## src/rtl/pipe_sink_buffer.sv

```systemverilog
// Pipeline sink FIFO: accepts words from an upstream valid/allow stage and returns them on request.
// Optional SINK_CHECKSUM_EN adds a running XOR checksum output of all accepted words.
module pipe_sink_buffer #(
  parameter int unsigned WIDTH = 32,
  parameter int unsigned DEPTH = 4
) (
  input  logic                       clk,
  input  logic                       rst,
  input  logic                       validin,
  input  logic [WIDTH-1:0]           datain,
  output logic                       allowin,
  input  logic                       rd_req,
  output logic                       rd_valid,
  output logic [WIDTH-1:0]           rd_data,
  output logic [$clog2(DEPTH):0]     count,
  output logic                       underflow
`ifdef SINK_CHECKSUM_EN
  ,
  output logic [WIDTH-1:0]           checksum
`endif
);

  localparam int unsigned PtrW = $clog2(DEPTH);
  localparam int unsigned CntW = PtrW + 1;
  localparam logic [CntW-1:0] Full = CntW'(DEPTH);

  logic [WIDTH-1:0] mem [DEPTH];
  logic [PtrW-1:0]  wr_ptr_q, rd_ptr_q;
  logic [CntW-1:0]  count_q, count_d;
  logic             rd_valid_q;
  logic [WIDTH-1:0] rd_data_q;
  logic             underflow_q;
  logic             push, pop;

  // allowin depends only on registered occupancy, never on this cycle's inputs
  assign allowin = (count_q != Full);
  assign push    = validin & allowin;
  assign pop     = rd_req & (count_q != '0);

  always_comb begin
    count_d = count_q;
    unique case ({push, pop})
      2'b10:   count_d = count_q + 1'b1;
      2'b01:   count_d = count_q - 1'b1;
      default: count_d = count_q;
    endcase
  end

  always_ff @(posedge clk) begin
    if (rst) begin
      wr_ptr_q    <= '0;
      rd_ptr_q    <= '0;
      count_q     <= '0;
      rd_valid_q  <= 1'b0;
      underflow_q <= 1'b0;
    end else begin
      if (push) wr_ptr_q <= wr_ptr_q + 1'b1;
      if (pop)  rd_ptr_q <= rd_ptr_q + 1'b1;
      count_q    <= count_d;
      rd_valid_q <= pop;
      if (rd_req && (count_q == '0)) underflow_q <= 1'b1;
    end
  end

  // Storage and read data carry no reset
  always_ff @(posedge clk) begin
    if (push && !rst) mem[wr_ptr_q] <= datain;
    if (pop && !rst)  rd_data_q <= mem[rd_ptr_q];
  end

`ifdef SINK_CHECKSUM_EN
  logic [WIDTH-1:0] checksum_q;

  always_ff @(posedge clk) begin
    if (rst) begin
      checksum_q <= '0;
    end else if (push) begin
      checksum_q <= checksum_q ^ datain;
    end
  end

  assign checksum = checksum_q;
`endif

  assign rd_valid  = rd_valid_q;
  assign rd_data   = rd_data_q;
  assign count     = count_q;
  assign underflow = underflow_q;

endmodule

```

## config.mk

```make
export PLATFORM = sky130hd
export DESIGN_NAME = pipe_sink_buffer
export DESIGN_NICKNAME = d
export VERILOG_FILES = /design/src/rtl/pipe_sink_buffer.sv
export SDC_FILE = /design/constraint.sdc
export NUM_CORES = 1
export LEC_CHECK = 0
export ABC_AREA = 1
export CAP_MARGIN = 25
export CORE_UTILIZATION = 45
export DETAILED_ROUTE_END_ITERATION = 6
export PLACE_DENSITY = 0.67
export SLEW_MARGIN = 20
export SYNTH_ARGS = -nofsm -noshare
export SYNTH_HDL_FRONTEND = slang
export SYNTH_SLANG_ARGS = --single-unit
```

## constraint.sdc

```tcl
create_clock -name clk -period 3.55 [get_ports clk]
set_input_delay 0.71 -clock clk [delete_from_list [all_inputs] [get_ports clk]]
set_output_delay 0.71 -clock clk [all_outputs]
set_load 0.01 [all_outputs]
```

== Yosys cells after proc, flatten, opt, wreduce, memory -nomap -nowiden ==
Memory sizes are Yosys's and may differ from the RTL's. A register that Yosys moved wholly into a read port is not among the register bits.
Index checks and enable logic that the tools add are counted.

* Logic and storage cells: 25
* Register bits after elaboration: 9
* Memories kept: 1
* Output and inout port bits: 38
* Bits of input ports: 36
* RAM bits: 128

{| class="wikitable"
|+ Memory list
! name !! depth !! width !! rd ports !! clocked after memory_dff !! write ports !! line !! RTL
|-
| mem || 4 || 32 || 1 || 1 || 1 || 27 || <nowiki>logic [WIDTH-1:0] mem [DEPTH];</nowiki>
|}

* Reductions and logical operators: 7
* $add $sub $neg: 4
* Muxes and demuxes: 3
* Bitwise operators: 2
* Eq/ne operators: 3

{| class="wikitable"
|+ Operators with widths
! operator !! number
|-
| 3-bit one-hot mux with 2 select lines || 1
|-
| 2-bit by 1-bit adder with 2-bit output (second input constant) || 2
|-
| 3-bit by 1-bit adder with 3-bit output (second input constant) || 1
|-
| 1-bit logical AND || 3
|-
| 3-bit zero test || 1
|-
| 3-bit != test (second input constant) || 1
|-
| 3-bit nonzero test || 1
|-
| 3-bit by 1-bit subtractor with 3-bit output (second input constant) || 1
|-
| 1-bit AND || 2
|-
| 2-bit by 1-bit == test with 1-bit output (second input constant) || 1
|-
| 2-bit == test (second input constant) || 1
|-
| 1-bit 2-to-1 mux || 2
|-
| 2-bit nonzero test || 1
|-
| 1-bit zero test || 1
|}

== Logic depth before layout (Yosys ltp) ==
* Depth in word-level cells: 5
* Mapped depth: 13
* Gate-level depth less buffers: 13

== Least setup slack after synthesis ==
OpenSTA, ideal clock, no wires.

* Path type: input to register
* Start point: in validin
* End point: mem mem[0][0] (enable)
* Data required time: 3.129 ns
* Buffers on the path: 0
* Library setup time: 0.421 ns
* Arrival time: 2.381 ns
* Stages: 3
* Setup slack: 0.748 ns
* Path through: a21boi_2 nand2_1 nor2_1

* Cells in the longest elaborated chain, start to end: 4

{| class="wikitable"
|+ RTL lines
! element !! line !! RTL
|-
| start: declaration || 9 || <nowiki>input logic validin,</nowiki>
|-
| 1-bit AND || 37 || <nowiki>assign push = validin & allowin;</nowiki>
|-
| 1-bit logical AND || 67 || <nowiki>if (push && !rst) mem[wr_ptr_q] <= datain;</nowiki>
|-
| 1-bit 2-to-1 mux || 67 ||
|-
| 1-bit 2-to-1 mux (not written as such) || 67 ||
|-
| end: declaration || 27 ||
|}

No other way between the ends.

== Worst setup path after layout ==
* Start point: reg count_q[0], in the netlist count[0]
* End point: out allowin

* Cells in the longest elaborated chain, start to end: 1

{| class="wikitable"
|+ RTL lines
! element !! line !! RTL
|-
| start: declaration || 29 || <nowiki>logic [CntW-1:0] count_q, count_d;</nowiki>
|-
| start signal: assignment || 59 || <nowiki>count_q <= count_d;</nowiki>
|-
| 3-bit != test || 36 || <nowiki>assign allowin = (count_q != Full);</nowiki>
|-
| end: declaration || 11 || <nowiki>output logic allowin,</nowiki>
|}

No other way between the ends.

==> summary.txt <==
Setup path
  – Critical setup path kind: reg2out
  – Worst Path Required: between 2000 and 3000 ps
  – Crit Path Max Fanout: 4
  – Setup crit start: count[0]
  – Worst setup SP type: register
  – CP Capture Type: output port
  – Crit path DAT: about 1600 ps
  – Reg-to-Reg Start: count[2]

Yosys
  – Area leader, netlist: edfxtp_1
  – Post-synthesis register bit count: about 170
  – Ys Warns: 0
  – Post-synth cell types: 21
  – Synth Instances: about 420
  – Mean Syn Cell Area: about 15 µm²
  – Share of the synthesized area in the top cell type: 77.3%
  – Area contributors post-synth: edfxtp_1 (77%), nor2_1 (4.7%), o21ai_0 (3.7%), o22ai_1 (3.2%), dfxtp_1 (2.9%)
  – Mapped Area: just over 0.006 mm²
  – Syn nets: 458
  – Part of the Yosys area used for sequential elements: around 80%

Place
  – Placer Congestion: just over 0.8
  – Post-Place Setup Slack: between 800 and 900 ps
  – Placed cells: roughly 650
  – Dpl hpwl: 6.49 mm
  – Placed cell areas: between 0.007 and 0.008 mm²
  – Port Buf Inserts: 73

Clock tree
  – Clk_lat worst skew: 410 ps
  – TritonCTS buffer count: 17
  – CTS clock-pin slew for the worst setup and hold paths: approximately 60 ps
  – H-tree depth: 4
  – CTS Hold Bufs: 0
  – CTS tree: built
  – Setup bufs post-CTS: 0
  – Sink Count: 169
  – Clock tree buffer depth: 2
  – # resized after CTS: 0
  – Root Driver: clkbuf_16

Global route
  – Vias in the first global route: approximately 3600
  – Total Routing Usage GR: 17.2%
  – First-pass GRT wire length: 18.2 mm
  – Initial antenna violation count: 1
  – GRT overflow: 0
  – Largest net degree at the start of global routing: 68

Worst hold path
  – Hold path startpoint: underflow
  – Worst min path class: reg2reg

Route
  – Initial DRC Count: approximately 340
  – DR WL/cell: between 15 and 20 µm
  – DR vias/cell: roughly 5.2
  – Vias after detailed routing: 3542
  – DRT Wirelength: between 10 and 15 mm
  – Final ANT Viol Nets: 0
  – Residual DRC: 0
  – TritonRoute pass-1 iters: 4

Final layout
  – Commonest cells after routing, fill and taps aside: edfxtp_1 (160), nor2_1 (73), clkdlybuf4s50_1 (73)
  – Design area: ~0.0077 mm²
  – N_diodes: 0
  – Synthesis-to-layout area growth: 24.2%
  – Layout cells sized above 1: 9.43%
  – Fin cells: around 690
  – Nets: 538
  – Most common cell after layout, fill and taps aside: edfxtp_1
  – Layout Utilization: 57.9%

Timing
  – Final period util: roughly 64%
  – Worst hold slack: roughly 460 ps
  – RSZ-0062 raised after global routing: false
  – Final Hold Fails: 0
  – Worst slew margin: a little under three fifths
  – Fmax achieved: 439 MHz
  – Slew @ Worst Pin: between 600 and 700 ps
  – Final min period: ~2300 ps
  – Final setup fails: 0
  – Pins Over Slew Limit: 0
  – Setup ws final: roughly 1300 ps
  – Setup TNS: 0 ps
  – Final clock skew: 5.95 ps

Floorplan
  – FP Rows: 42
  – Core Region: 0.0133 mm²
  – Die span in y: ~120 µm
  – Die area: ~0.014 mm²
  – Effective utilization at floorplan: between 40% and 50%
  – Die width: 120 µm
  – I/O Pins: 74

Pwr
  – Switching share of power: 26.7%
  – Comb pwr share: a little under a fifth
  – Leakage: around 2.6 nW
  – Total power: approximately 5.2 mW
  – Worst vdd ir: approximately 0.00031 V
  – Power Density: 675 mW/mm²
  – Pint: 3.82 mW
  – Switching power: roughly 1.4 mW
  – Sequential Power Share: a little under half
  – Clock Power Share: between 30% and 40%

Job
  – Max cap viols: 0

Run status
  – Status: finished, final reports clean
critical path: stages, from the launching register on:
cell,delay (ps)
dfxtp_1,340
nor2_2,200
nand2_1,120
clkdlybuf4s50_1,490
sequential cells by signal, summed over array words and instances, names as in the netlist:
signal	cells
underflow	1
wr_ptr_q	2
rd_valid	1
mem	128
count	3
rd_ptr_q	2
rd_data	32
per-layer routing:
layer,routed length (µm),vias to the layer above,track usage (%)
met2,5670,132,28.5
li1,-,1693,-
met5,0,-,0
met1,4910,1704,21.4
met3,764,13,5.42
met4,150,0,5.70
cell families (layout without fill, tap and decap cells):
group,Yosys count,count (layout),synth area share [%]
DFF,169,169,80.2
AOI/OAI and AO/OA,103,103,9.03
and+or+nand+nor,100,100,6.24
buffers and inverters,38,131,3.24
adders and majority gates,6,6,1.33
synth_stat cells:
master    instances
ha_1              5
clkbuf_2          2
buf_6             4
nor2_2            1
nand2_1          15
nand3_1           5
o21ai_1          20
nand3b_1          1
edfxtp_1        160
o22ai_1          32
fa_1              1
clkbuf_1          1
buf_4             4
o21ai_0          46
a21boi_2          1
nor2_1           78
dfxtp_1           9
inv_1            16
a21oi_1           4
buf_2             9
inv_2             2
cell type report:
type	count	area (µm²)
clock buffers	18	429
clock inverters	14	146
fillers	1035	5630
inverters	18	67.6
multi-input cells	209	1070
flip-flops and latches	169	4990
well taps	176	220
repair buffers	81	803
final timing paths:
check / end / slack, ps / depth (start not counted)
setup / recovery: allowin / 1270 / 3
hold / removal: underflow / 460 / 2
setup reg to reg: count[2] / 1630 / 11
hold reg to reg: underflow / 460 / 2
power by group through the flow:
stage	combinational [mW]	sequential, mW	clock, mW
after floorplan	0.549	2.55	0
after global placement	0.928	2.51	0
after detailed placement	0.966	2.51	0
after CTS	0.968	2.47	1.82
after global routing	1.06	2.48	1.88
final	0.956	2.47	1.79
(Power assumes the default switching activity.)
